`src/rtl/qdr_pkg.sv`:
```
// rtl/qdr_pkg.sv - shared constants and width helpers for the QDR II+ user-port arbiter
//
// Contents:
//   BL4                     burst length of the QDR II+ user interface
//   DEF_*                   default widths/depths used by qdr_arbiter
//   port_idx_width(n)       bits needed to index n items (never less than 1)

package qdr_pkg;

    localparam int BL4 = 4;

    localparam int DEF_NUM_PORTS  = 2;
    localparam int DEF_ADDR_WIDTH = 10;
    localparam int DEF_DATA_WIDTH = BL4 * 36;
    localparam int DEF_BW_WIDTH   = BL4 * 4;
    localparam int DEF_MAX_RD_OUT = 16;

    // A single requester still needs a 1-bit index so vectors never collapse to zero width.
    function automatic int port_idx_width(input int n);
        return (n <= 2) ? 1 : $clog2(n);
    endfunction

endpackage

```
`src/rtl/qdr_tag_fifo.sv`:
```
// rtl/qdr_tag_fifo.sv - in-order FIFO of requester indices for outstanding reads
//
// Ports:
//   clk, rst            clock and synchronous active-high reset
//   push, push_data     enqueue one tag (ignored while full)
//   pop                 dequeue the head tag (ignored while empty)
//   head                tag at the head of the queue
//   count               current occupancy, 0..DEPTH
//   full, empty         occupancy flags

module qdr_tag_fifo
    import qdr_pkg::*;
#(
    parameter int WIDTH = 1,
    parameter int DEPTH = 16
) (
    input  logic                     clk,
    input  logic                     rst,
    input  logic                     push,
    input  logic [WIDTH-1:0]         push_data,
    input  logic                     pop,
    output logic [WIDTH-1:0]         head,
    output logic [$clog2(DEPTH):0]   count,
    output logic                     full,
    output logic                     empty
);

    localparam int PTR_W = port_idx_width(DEPTH);
    localparam int CNT_W = $clog2(DEPTH) + 1;

    logic [WIDTH-1:0] mem_q [DEPTH];
    logic [WIDTH-1:0] mem_d [DEPTH];
    logic [PTR_W-1:0] wr_ptr_q, wr_ptr_d;
    logic [PTR_W-1:0] rd_ptr_q, rd_ptr_d;
    logic [CNT_W-1:0] count_q, count_d;
    logic             do_push;
    logic             do_pop;

    assign full  = (count_q == CNT_W'(DEPTH));
    assign empty = (count_q == '0);
    assign head  = mem_q[rd_ptr_q];
    assign count = count_q;

    always_comb begin
        do_push  = push && !full;
        do_pop   = pop && !empty;
        mem_d    = mem_q;
        wr_ptr_d = wr_ptr_q;
        rd_ptr_d = rd_ptr_q;
        count_d  = count_q;

        if (do_push) begin
            mem_d[wr_ptr_q] = push_data;
            wr_ptr_d        = wr_ptr_q + PTR_W'(1);
        end
        if (do_pop) begin
            rd_ptr_d = rd_ptr_q + PTR_W'(1);
        end

        // Simultaneous push and pop leaves the occupancy unchanged.
        case ({do_push, do_pop})
            2'b10:   count_d = count_q + CNT_W'(1);
            2'b01:   count_d = count_q - CNT_W'(1);
            default: count_d = count_q;
        endcase
    end

    always_ff @(posedge clk) begin
        if (rst) begin
            mem_q    <= '{default: '0};
            wr_ptr_q <= '0;
            rd_ptr_q <= '0;
            count_q  <= '0;
        end else begin
            mem_q    <= mem_d;
            wr_ptr_q <= wr_ptr_d;
            rd_ptr_q <= rd_ptr_d;
            count_q  <= count_d;
        end
    end

endmodule

```
`src/rtl/qdr_arbiter.sv`:
```
// rtl/qdr_arbiter.sv - round-robin sharing of one QDR II+ controller user port between requesters
//
// Ports:
//   sys_clk, sys_rst                 user clock, synchronous active-high reset
//   init_calib_complete              no grants are issued until the controller is calibrated
//   req_wr_valid/ready/addr/data/bw_n  per-port write requests (packed, port i at slice i)
//   req_rd_valid/ready/addr          per-port read requests (packed)
//   rsp_rd_valid, rsp_rd_data        one-hot read-return strobe and shared read data
//   app_wr_cmd/addr/data/bw_n        registered controller write command
//   app_rd_cmd/addr                  registered controller read command
//   app_rd_valid, app_rd_data        controller read return
//   rd_outstanding                   reads issued but not yet returned
//   rd_err                           sticky: a read returned with nothing outstanding

module qdr_arbiter
    import qdr_pkg::*;
#(
    parameter int NUM_PORTS  = DEF_NUM_PORTS,
    parameter int ADDR_WIDTH = DEF_ADDR_WIDTH,
    parameter int DATA_WIDTH = DEF_DATA_WIDTH,
    parameter int BW_WIDTH   = DEF_BW_WIDTH,
    parameter int MAX_RD_OUT = DEF_MAX_RD_OUT
) (
    input  logic                            sys_clk,
    input  logic                            sys_rst,
    input  logic                            init_calib_complete,

    input  logic [NUM_PORTS-1:0]            req_wr_valid,
    output logic [NUM_PORTS-1:0]            req_wr_ready,
    input  logic [NUM_PORTS*ADDR_WIDTH-1:0] req_wr_addr,
    input  logic [NUM_PORTS*DATA_WIDTH-1:0] req_wr_data,
    input  logic [NUM_PORTS*BW_WIDTH-1:0]   req_wr_bw_n,

    input  logic [NUM_PORTS-1:0]            req_rd_valid,
    output logic [NUM_PORTS-1:0]            req_rd_ready,
    input  logic [NUM_PORTS*ADDR_WIDTH-1:0] req_rd_addr,

    output logic [NUM_PORTS-1:0]            rsp_rd_valid,
    output logic [DATA_WIDTH-1:0]           rsp_rd_data,

    output logic                            app_wr_cmd,
    output logic [ADDR_WIDTH-1:0]           app_wr_addr,
    output logic [DATA_WIDTH-1:0]           app_wr_data,
    output logic [BW_WIDTH-1:0]             app_wr_bw_n,
    output logic                            app_rd_cmd,
    output logic [ADDR_WIDTH-1:0]           app_rd_addr,
    input  logic                            app_rd_valid,
    input  logic [DATA_WIDTH-1:0]           app_rd_data,

    output logic [$clog2(MAX_RD_OUT):0]     rd_outstanding,
    output logic                            rd_err
);

    localparam int PW = port_idx_width(NUM_PORTS);
    localparam int CW = $clog2(MAX_RD_OUT) + 1;
    localparam logic [NUM_PORTS-1:0] PORT_ONE = {{(NUM_PORTS-1){1'b0}}, 1'b1};

    // First eligible port at or above ptr, wrapping to the lowest eligible port.
    function automatic logic [NUM_PORTS-1:0] rr_grant(input logic [NUM_PORTS-1:0] elig,
                                                      input logic [PW-1:0]        ptr);
        logic [NUM_PORTS-1:0] at_or_above;
        logic [NUM_PORTS-1:0] upper;
        logic [NUM_PORTS-1:0] pick;
        for (int i = 0; i < NUM_PORTS; i++) begin
            at_or_above[i] = (i >= int'(ptr));
        end
        upper = elig & at_or_above;
        pick  = (upper != '0) ? upper : elig;
        // Isolate the lowest set bit.
        return pick & (~pick + PORT_ONE);
    endfunction

    function automatic logic [PW-1:0] gnt_index(input logic [NUM_PORTS-1:0] gnt);
        logic [PW-1:0] idx;
        idx = '0;
        for (int i = 0; i < NUM_PORTS; i++) begin
            if (gnt[i]) idx = PW'(i);
        end
        return idx;
    endfunction

    function automatic logic [PW-1:0] next_ptr(input logic [PW-1:0] idx);
        return (idx == PW'(NUM_PORTS - 1)) ? '0 : idx + PW'(1);
    endfunction

    logic [PW-1:0]         wr_ptr_q, wr_ptr_d;
    logic [PW-1:0]         rd_ptr_q, rd_ptr_d;
    logic [NUM_PORTS-1:0]  wr_elig, rd_elig;
    logic [NUM_PORTS-1:0]  wr_gnt, rd_gnt;
    logic [PW-1:0]         wr_idx, rd_idx;
    logic                  wr_fire, rd_fire;

    logic                  tag_pop;
    logic [PW-1:0]         tag_head;
    logic [CW-1:0]         tag_count;
    logic                  tag_full, tag_empty;

    logic                  app_wr_cmd_q, app_wr_cmd_d;
    logic [ADDR_WIDTH-1:0] app_wr_addr_q, app_wr_addr_d;
    logic [DATA_WIDTH-1:0] app_wr_data_q, app_wr_data_d;
    logic [BW_WIDTH-1:0]   app_wr_bw_n_q, app_wr_bw_n_d;
    logic                  app_rd_cmd_q, app_rd_cmd_d;
    logic [ADDR_WIDTH-1:0] app_rd_addr_q, app_rd_addr_d;
    logic [NUM_PORTS-1:0]  rsp_rd_valid_q, rsp_rd_valid_d;
    logic [DATA_WIDTH-1:0] rsp_rd_data_q, rsp_rd_data_d;
    logic                  rd_err_q, rd_err_d;

    // Reads are also held off while every tag slot is in use; a same-cycle
    // return only frees its slot on the following cycle.
    assign wr_elig = req_wr_valid & {NUM_PORTS{init_calib_complete}};
    assign rd_elig = req_rd_valid & {NUM_PORTS{init_calib_complete & ~tag_full}};

    assign wr_gnt  = sys_rst ? '0 : rr_grant(wr_elig, wr_ptr_q);
    assign rd_gnt  = sys_rst ? '0 : rr_grant(rd_elig, rd_ptr_q);
    assign wr_idx  = gnt_index(wr_gnt);
    assign rd_idx  = gnt_index(rd_gnt);
    assign wr_fire = |wr_gnt;
    assign rd_fire = |rd_gnt;

    assign req_wr_ready = wr_gnt;
    assign req_rd_ready = rd_gnt;

    // Returns with no outstanding tag are dropped rather than routed.
    assign tag_pop = app_rd_valid & ~tag_empty;

    qdr_tag_fifo #(
        .WIDTH (PW),
        .DEPTH (MAX_RD_OUT)
    ) u_tag_fifo (
        .clk       (sys_clk),
        .rst       (sys_rst),
        .push      (rd_fire),
        .push_data (rd_idx),
        .pop       (tag_pop),
        .head      (tag_head),
        .count     (tag_count),
        .full      (tag_full),
        .empty     (tag_empty)
    );

    always_comb begin
        wr_ptr_d       = wr_ptr_q;
        rd_ptr_d       = rd_ptr_q;
        app_wr_cmd_d   = wr_fire;
        app_wr_addr_d  = app_wr_addr_q;
        app_wr_data_d  = app_wr_data_q;
        app_wr_bw_n_d  = app_wr_bw_n_q;
        app_rd_cmd_d   = rd_fire;
        app_rd_addr_d  = app_rd_addr_q;
        rsp_rd_valid_d = '0;
        rsp_rd_data_d  = rsp_rd_data_q;
        rd_err_d       = rd_err_q | (app_rd_valid & tag_empty);

        if (wr_fire) wr_ptr_d = next_ptr(wr_idx);
        if (rd_fire) rd_ptr_d = next_ptr(rd_idx);

        // Grants are one-hot, so at most one slice is selected.
        for (int i = 0; i < NUM_PORTS; i++) begin
            if (wr_gnt[i]) begin
                app_wr_addr_d = req_wr_addr[i*ADDR_WIDTH +: ADDR_WIDTH];
                app_wr_data_d = req_wr_data[i*DATA_WIDTH +: DATA_WIDTH];
                app_wr_bw_n_d = req_wr_bw_n[i*BW_WIDTH +: BW_WIDTH];
            end
            if (rd_gnt[i]) begin
                app_rd_addr_d = req_rd_addr[i*ADDR_WIDTH +: ADDR_WIDTH];
            end
            rsp_rd_valid_d[i] = tag_pop && (tag_head == PW'(i));
        end

        if (tag_pop) rsp_rd_data_d = app_rd_data;
    end

    always_ff @(posedge sys_clk) begin
        if (sys_rst) begin
            wr_ptr_q       <= '0;
            rd_ptr_q       <= '0;
            app_wr_cmd_q   <= 1'b0;
            app_wr_addr_q  <= '0;
            app_wr_data_q  <= '0;
            app_wr_bw_n_q  <= '1;
            app_rd_cmd_q   <= 1'b0;
            app_rd_addr_q  <= '0;
            rsp_rd_valid_q <= '0;
            rsp_rd_data_q  <= '0;
            rd_err_q       <= 1'b0;
        end else begin
            wr_ptr_q       <= wr_ptr_d;
            rd_ptr_q       <= rd_ptr_d;
            app_wr_cmd_q   <= app_wr_cmd_d;
            app_wr_addr_q  <= app_wr_addr_d;
            app_wr_data_q  <= app_wr_data_d;
            app_wr_bw_n_q  <= app_wr_bw_n_d;
            app_rd_cmd_q   <= app_rd_cmd_d;
            app_rd_addr_q  <= app_rd_addr_d;
            rsp_rd_valid_q <= rsp_rd_valid_d;
            rsp_rd_data_q  <= rsp_rd_data_d;
            rd_err_q       <= rd_err_d;
        end
    end

    assign app_wr_cmd     = app_wr_cmd_q;
    assign app_wr_addr    = app_wr_addr_q;
    assign app_wr_data    = app_wr_data_q;
    assign app_wr_bw_n    = app_wr_bw_n_q;
    assign app_rd_cmd     = app_rd_cmd_q;
    assign app_rd_addr    = app_rd_addr_q;
    assign rsp_rd_valid   = rsp_rd_valid_q;
    assign rsp_rd_data    = rsp_rd_data_q;
    assign rd_outstanding = tag_count;
    assign rd_err         = rd_err_q;

endmodule

```
`config.mk`:
```
export PLATFORM = sky130hd
export DESIGN_NAME = qdr_arbiter
export DESIGN_NICKNAME = d
export VERILOG_FILES = /design/src/rtl/qdr_pkg.sv /design/src/rtl/qdr_tag_fifo.sv /design/src/rtl/qdr_arbiter.sv
export SDC_FILE = /design/constraint.sdc
export NUM_CORES = 1
export LEC_CHECK = 0
export CAP_MARGIN = 20
export CORE_AREA = 2 2 327 329
export DETAILED_ROUTE_END_ITERATION = 10
export DIE_AREA = 0 0 329 331
export PLACE_DENSITY_LB_ADDON = 0.15
export SETUP_SLACK_MARGIN = 0.1
export SLEW_MARGIN = 25
export SYNTH_ARGS = -nofsm -noshare
export SYNTH_HDL_FRONTEND = slang
export SYNTH_HIERARCHICAL = 1
export SYNTH_SLANG_ARGS = --single-unit
```
`constraint.sdc`:
```
create_clock -name sys_clk -period 3.85 [get_ports sys_clk]
set_clock_uncertainty 0.15 [all_clocks]
set_input_delay 1.155 -clock sys_clk [delete_from_list [all_inputs] [get_ports sys_clk]]
set_output_delay 1.155 -clock sys_clk [all_outputs]
set_load 0.01 [all_outputs]
```
==> flow_summary_export.csv <==
group,metric,value,unit
status,status,"finished clean",
layout,fillCellCount,11300,
global_routing,grt_max_degree,184,
logic_synthesis,ys.flop_type,"dfxtp_1",
sta,fmax,0.274,GHz
logic_synthesis,synth_edf_count,0,
layout,final_nets,3199,
sta,worst_slack,197,ps
drt,drt_wl_total,93400,um
logic_synthesis,ys_types,47,
critical_path,slowest_delay,500,ps
sta,period_share,94.9,%
logic_synthesis,netlist_top_cells_count,"360 x dfxtp_1, 334 x a21oi_1, 296 x nand2_1",
critical_path,crit_chain,"clkdlybuf4s50_1 > buf_6 > nand2_1 > and3_1 > dlygate4sd2_1",
min_path,min_path_type,"register to register",
clock_network,clkSinkCount,360,
clock_network,cts_buffer_depth,3,
clock_network,clock_latency,620,ps
drt,ant_nets,0,
clock_network,cts_hold_buf,0,
pwr,powerDensity,397,mW/mm2
drt,wl_per_cell,22.7,um
global_routing,grt-ovfl-total,0,
placement,dp_hpwl,67800,um
floorplan,die_h,331,um
drt,num_vias,18300,
floorplan,die_x,329,um
placement,portBuffers,849,
sta,slew_headroom,20.6,%
sta,timing.final.max_slew_violations,0,
critical_path,start_kind,"primary input",
layout,layout-drive-gt1-share,7.08,%
placement,place_congestion,0.810,
logic_synthesis,syn_area,0.0156,mm2
clock_network,htreeDepth,2,
sta,fin_hold_ws,302,ps
critical_path,crit_path_top_delay_cell,"clkdlybuf4s50_1",
sta,tns,0,ps
logic_synthesis,synthArstFlopShare,0,%
drt,viasPerCell,4.45,
critical_path,critPathKind,"primary input to output pin",
global_routing,first_global_vias,18200,
logic_synthesis,synth_top_area_share,46.3,%
logic_synthesis,ys_warn_count,6,
clock_network,tritoncts,"yes",
sta,period_minus_slack,3650,ps
clock_network,clkTransAtPathRegs,50,ps
logic_synthesis,yosysTopAreaCell,"dfxtp_1",
critical_path,critical_path_required,2540,ps
layout,final_util,26.2,%
placement,dp.cells,4014,
clock_network,post-cts-setup-buffer-count,0,
global_routing,grt_antenna_before_repair,13,
critical_path,worstPathArrival,2350,ps
clock_network,cts_buffers,51,
logic_synthesis,synth_area_leaders,"dfxtp_1 46%, a21oi_1 11%, a311oi_1 9.3%",
logic_synthesis,yosysMostFrequentCell,"dfxtp_1",
global_routing,grt_pass1_wl,130000,um
pwr,p_leak,9.00,nW
logic_synthesis,mappedNetlistNets,2433,
global_routing,grtUsageTotal,16.0,%
critical_path,end_kind,"output pin",
logic_synthesis,ys_ff_latch,360,
floorplan,placementRows,119,
logic_synthesis,postSynthCellCount,1911,
pwr,ir_worst_vdd,0.257,mV
layout,fin_cells,4112,
drt,first_pass_iters,5,
placement,pre_cts_ws,-552,ps
run,drv_cap,0,
sta,setup_violations,0,
floorplan,coreArea,0.105,mm2
sta,hold_violations,0,
sta,worst_pin_slew,1190,ps
logic_synthesis,ys_seq_area_share,46.3,%
layout,syn2layout_area_growth,76.7,%
floorplan,die-area,0.109,mm2
logic_synthesis,synth.avg_cell_area,8.14,um2
sta,rsz0062_at_grt,"false",
clock_network,root_buffer,"clkbuf_16",
drt,drc_errors,0,
critical_path,crit_fanout,13,
floorplan,ioPinCount,850,
drt,drtIter0Drc,932,
floorplan,initial_utilization,14.8,%
[critical path: cells and delay by family]
kind / cells / cell delay (ps)
buffers and inverters: 3 / 940
AND/OR/NAND/NOR: 2 / 250
[per-layer routing]
metal,part of all wire (%),global-route usage (%)
met3,8.2,4.96
met1,38,17.8
met5,0.073,0
met2,52,29.1
met4,2.2,4.34
[what timing repair did]
action,in CTS,in global routing
setup endpoints to repair,20,72
cloned,0,0
resized for setup,8,5
[sequential cells by signal, summed over array words and instances (netlist names)]
register,cells
app_wr_data,144
rsp_rd_data,144
app_wr_bw_n,16
u_tag_fifo/mem_q,16
app_rd_addr,10
app_wr_addr,10
u_tag_fifo/count,5
u_tag_fifo/rd_ptr_q,4
u_tag_fifo/wr_ptr_q,4
rsp_rd_valid,2
app_rd_cmd,1
app_wr_cmd,1
rd_err,1
rd_ptr_q,1
wr_ptr_q,1
[cell type report]
class                           instances  area [um2]  area share, %
Clock buffer                           76        1510           5.50
Multi-Input combinational cell       1316        7420           27.0
Clock inverter                         12         114          0.414
Sequential cell                       360        7210           26.2
Timing Repair Buffer                  936        9420           34.3
Tap cell                             1391        1740           6.33
Inverter                               12        47.5          0.173
Antenna cell                            9        22.5         0.0819
[through the flow]
stage,total power [mW],cell area [um2]
2_1_floorplan,4.94,15600
4_1_cts,11.1,27400
3_5_place_dp,6.35,25800
6_report,10.9,27500
5_1_grt,11.4,27500
3_3_place_gp,6.34,25800
[path summary, 6_finish.rpt]
kind | start | endpoint | slack [ps] | cells past startpoint
max | req_rd_valid[1] | req_rd_ready[0] | 200 | 5
min | rsp_rd_data[48]$_SDFFE_PP0P_ | rsp_rd_data[48]$_SDFFE_PP0P_ | 300 | 2
max reg2reg | u_tag_fifo/count[1]$_SDFFE_PP0P_ | rsp_rd_data[57]$_SDFFE_PP0P_ | 450 | 8
min reg2reg | rsp_rd_data[48]$_SDFFE_PP0P_ | rsp_rd_data[48]$_SDFFE_PP0P_ | 300 | 2
[cells by family after synthesis]
kind of cell | share of synthesized area, %
multiplexers | 0.990
XOR/XNOR | 0.451
AND/OR/NAND/NOR | 16.9
buffers and inverters | 6.40
adder cells (fa/ha/maj) | 0.853
AO/OA/AOI/OAI | 28.0
flip-flops | 46.3
[placed cells by master (no fill, tap or decap), types with 16 or more instances in the layout]
| cell | count |
|---|---|
| dfxtp_1 | 360 |
| a311oi_1 | 165 |
| nor2_1 | 25 |
| nand3_1 | 167 |
| nor3_1 | 18 |
| o21ai_0 | 159 |
| clkbuf_16 | 52 |
| a21oi_1 | 333 |
| nand2_1 | 296 |
| o31ai_1 | 20 |
| and4b_1 | 16 |
| a221oi_1 | 16 |
| buf_4 | 65 |
| clkdlybuf4s50_1 | 841 |
| buf_12 | 20 |
[power by group]
part | total [mW] | switching [mW] | internal (mW)
combinational | 2.16 | 1.04 | 1.13
sequential | 4.08 | 0.129 | 3.95
clock | 4.65 | 1.89 | 2.76
Power figures use the tool's default switching activity.
==> edit 1: new RTL, same settings <==
Change the package constant `BL4` from 4 to 2.
--- a/src/rtl/qdr_pkg.sv
+++ b/src/rtl/qdr_pkg.sv
@@ -7,7 +7,7 @@
 
 package qdr_pkg;
 
-    localparam int BL4 = 4;
+    localparam int BL4 = 2;
 
     localparam int DEF_NUM_PORTS  = 2;
     localparam int DEF_ADDR_WIDTH = 10;
Interface: changed (6 resized); port bits go from 850 to 466. The function was not compared with the original's and may differ.
==> edit 1 against the original RTL <==
Wire length fell by 40%; non-clock buffer count fell by 400; design area fell by 39%; die area did not move; synthesized area fell by 39%; first-iteration DRC count fell by 33%; total power fell by 41%; setup slack got worse by 29 ps; synthesized cell count fell by 41%; combinational power fell by 42%; sequential cell count fell by 152; largest power group unchanged.
==> edit 1: results (changes against the original RTL) <==
- Met3 wire len: 4.62 mm (-39%)
- M3 GR Usage: 3.03% (-1.9 points)
- Placed Area: 0.0159 mm² (-39%)
- Post-synthesis net count: 1421 (-42%)
- Reg area: 0.00416 mm² (-42%)
- Adder and majority cell fraction of the synthesized area: 1.39% (+0.54 points)
- Status: finished, final reports clean
- GRT met1 Usage: 12.0% (-5.8 points)
- Htree depth: 1 (-1)
- Inserted Clock Buffers: 31 (-39%)
- Crit. Startpoint: req_rd_valid[0]
- Post-place setup slack: -427 ps (+125 ps)
- Hold Path Origin: rsp_rd_data[62]
- CTS resizes: 11 (+3)
- Non-CTS buffers: 536 (-43%)
- GP Congestion: 0.744 (-8.2%)
- XOR/XNOR Fraction of Synth Area: 0.736% (+0.29 points)
- DP Cell Count: 2922 (-27%)
- Slowest cell delay on critical path: 420 ps (-80 ps)
- Largest cells by area after synthesis: dfxtp_1 (44%), a21oi_1 (10%), a311oi_1 (8.6%), nand4_1 (6.3%), nand2_1 (6.0%)
- Buffering overhead: 31.3% (-3.0 points)
- Origin of the critical flop-to-flop path: u_tag_fifo/count[2]
- Clock network area share: 5.86% (-0.056 points)
- Leak: 5.31 nW (-41%)
- Distinct cells, synth: 52 (+11%)
- Register area share after synthesis: 43.7% (-2.6 points)
- Clock buf count: 45 (-41%)
- Multi-input gate area: 0.00465 mm² (-37%)
- Fraction of layout cells with a size suffix above 1: 9.96% (+2.9 points)
- Postcts setup bufs: 3 (+3)
- GRT met2 Usage: 15.9% (-13 points)
- Metal2 WL: 26.4 mm (-45%)
- Iter 0 DRT Violations: 624 (-33%)
- Filler instances: 11800 (+4.4%)
- First-pass GRT wire length: 77.9 mm (-40%)
- Final wirelength: 55.6 mm (-40%)
- Post-detail-place hpwl: 39.7 mm (-41%)
- Most common library cells after synthesis: dfxtp_1 (208), a21oi_1 (199), nand2_1 (151), nand4_1 (96), a311oi_1 (93)
- Number of diodes: 3 (-6)
- Count of buffers from port buffering: 465 (-45%)
- Initial antenna violation count: 8 (-5)
- Largest net degree at the start of global routing: 83 (-55%)
-- edit 1: cell count changes after synthesis, sizes merged, moves of 16 or more --
| cell | delta |
|---|---|
| a21oi | -135 |
| a221oi | -16 |
| a311oi | -72 |
| and4b | -16 |
| clkbuf | -92 |
| dfxtp | -152 |
| nand2 | -144 |
| nand3 | -154 |
| nand4 | +82 |
| o21ai | -87 |
-- edit 1: logic make-up (layout without fill, tap and decap cells) --
kind of cell,count (synthesis),after routing
buf+inv,145,601
mux,9,9
other cells,0,3
compound gates,417,417
flops,208,208
fa+ha+maj,10,10
xor+xnor,8,8
simple gates,334,334
-- edit 1: path summary, 6_finish.rpt --
path	to	slack [ps]
setup / recovery	req_rd_ready[1]	170
hold / removal	rsp_rd_data[62]	300
setup reg to reg	u_tag_fifo/count[4]	420
hold reg to reg	rsp_rd_data[62]	300
-- edit 1: where the power goes --
group	internal, mW	total [mW]	switching, mW
Clock	1.68	2.84	1.15
Combinational	0.639	1.26	0.625
Sequential	2.28	2.35	0.0701
==> edit 2: new RTL, config.mk and constraints unchanged <==
Without the edit above. Reset style: asynchronous (`rst` and `sys_rst`), changed in 2 clocked blocks. Comments in the files are not updated.
--- a/src/rtl/qdr_tag_fifo.sv
+++ b/src/rtl/qdr_tag_fifo.sv
@@ -65,7 +65,7 @@
         endcase
     end
 
-    always_ff @(posedge clk) begin
+    always_ff @(posedge clk or posedge rst) begin
         if (rst) begin
             mem_q    <= '{default: '0};
             wr_ptr_q <= '0;
--- a/src/rtl/qdr_arbiter.sv
+++ b/src/rtl/qdr_arbiter.sv
@@ -170,7 +170,7 @@
         if (tag_pop) rsp_rd_data_d = app_rd_data;
     end
 
-    always_ff @(posedge sys_clk) begin
+    always_ff @(posedge sys_clk or posedge sys_rst) begin
         if (sys_rst) begin
             wr_ptr_q       <= '0;
             rd_ptr_q       <= '0;
Check against the original RTL: differs if sys_rst is asserted again (counterexample within 4 cycles, from zero or initial values and one cycle with sys_rst high); with sys_rst held inactive, the same outputs for 4 cycles.
==> edit 2 against the original RTL <==
Synthesized area up 6.1%; sequential cell count unchanged; wire length down 12%; setup slack worse by 38 ps; global-route usage down 1.5 points; design area up 3.9%; core utilization up 1.0 points.
Power is not compared: it rests on default switching activity, and its combinational part moved more than twofold at a synthesized area within 25%.
==> edit 2: results (changes against the original RTL) <==
- Placed Area: 0.0268 mm² (+3.9%)
- GP Congestion: 0.780 (-3.6%)
- Largest net degree at the start of global routing: 159 (-14%)
- Final hold vios: 0 (unchanged)
- Min Tclk post-route: 3690 ps (+38.1 ps)
- Slew HR: 23.9% (+3.2 points)
- GRT met1 Usage: 15.7% (-2.1 points)
- Filler instances: 11100 (-1.9%)
- Post-place setup slack: -719 ps (-167 ps)
- Inserted Clock Buffers: 49 (-3.9%)
- Tot GR Track Use: 14.5% (-1.5 points)
- Slowest cell delay on critical path: 370 ps (-130 ps)
- Fraction of layout cells with a size suffix above 1: 14.3% (+7.2 points)
- Number of global-route vias before repair: 17200 (-6.0%)
- FF-to-FF End: u_tag_fifo/count[4]
- M3 GR Usage: 5.42% (+0.46 points)
- Origin of the critical flop-to-flop path: u_tag_fifo/count[2]
- Synth async-reset ratio: 100% (+100 points)
- Final wirelength: 82.3 mm (-12%)
- Post-detail-place hpwl: 58.8 mm (-13%)
- Initial antenna violation count: 12 (-1)
- Metal2 WL: 42.5 mm (-12%)
- Iter 0 DRT Violations: 619 (-34%)
- Met3 wire len: 7.65 mm (+0.45%)
- Cells on worst reg2reg path: 18 (+10)
- First-pass GRT wire length: 118 mm (-9.0%)
- Nets: 2855 (-11%)
- Max FO, Critical Path: 5 (-8)
- Crit. Startpoint: sys_rst
- Flop2flop setup slack: 480 ps (+30 ps)
- GRT met2 Usage: 25.9% (-3.2 points)
- First-pass DRT Iterations: 7 (+2)
- Most common library cells after synthesis: dfrtp_1 (344), nor3_1 (342), o31ai_1 (180), o21ai_0 (176), mux2_2 (147)
- Worst path slowest cell: or3b_1
- Crit path capture: req_rd_ready[1]
- CP arrival: 2390 ps (+40 ps)
- Hold Path Origin: rd_err
- Status: finished, final reports clean
[edit 2: critical path: cells and delay by family]
kind | cells | cell delay (ps)
AND/OR/NAND/NOR | 2 | 560
buffers and inverters | 4 | 680
[edit 2: layout make-up]
type                       instances  area [µm²]  share of cell area (%)
multi-input combinational        985        6740                    23.6
clock buffer                      70        1420                    4.96
tap                             1391        1740                    6.10
timing repair buffer             925        9270                    32.5
sequential                       360        9030                    31.6
antenna                            9        22.5                  0.0789
clock inverter                    20         285                   0.999
inverter                          12        48.8                   0.171
[edit 2: worst min-delay path by stage]
stage                     slack (ps)                    to  cells after the start
after global routing             340                rd_err                      1
after detailed placement         310                rd_err                      1
after CTS                        320                rd_err                      1
after global placement           300                rd_err                      1
after floorplan                  310  u_tag_fifo/mem_q[10]                      1
final                            310                rd_err                      1
[edit 2: cell families after synthesis]
family | count (synthesis) | synth area share, %
DFF | 360 | 54.7
buffers and inverters | 178 | 4.91
xor gates and xnor gates | 10 | 0.531
AOI/OAI and AO/OA | 388 | 14.7
and+or+nand+nor | 410 | 12.8
muxes | 167 | 11.5
adders and majority gates | 10 | 0.804
[edit 2: power breakdown]
part	switching (mW)	internal, mW
clock	1.92	2.96
sequential	0.519	4.64
combinational	2.20	2.69
total	4.64	10.3
[edit 2: per-stage QoR]
step                cells  TNS (ps)
floorplan            1523   -597410
global placement     3671     -2120
detailed placement   3671     -2120
finish               3772         0
CTS                  3763         0
global route         3771         0
[edit 2: what timing repair did]
item | in CTS | in global routing
gates resized for setup | 17 | 3
endpoints found under the hold margin | 0 | 0
setup buffers | 2 | 0
setup endpoints to repair | 4 | 2
pin swaps | 2 | 1
gates cloned | 0 | 0
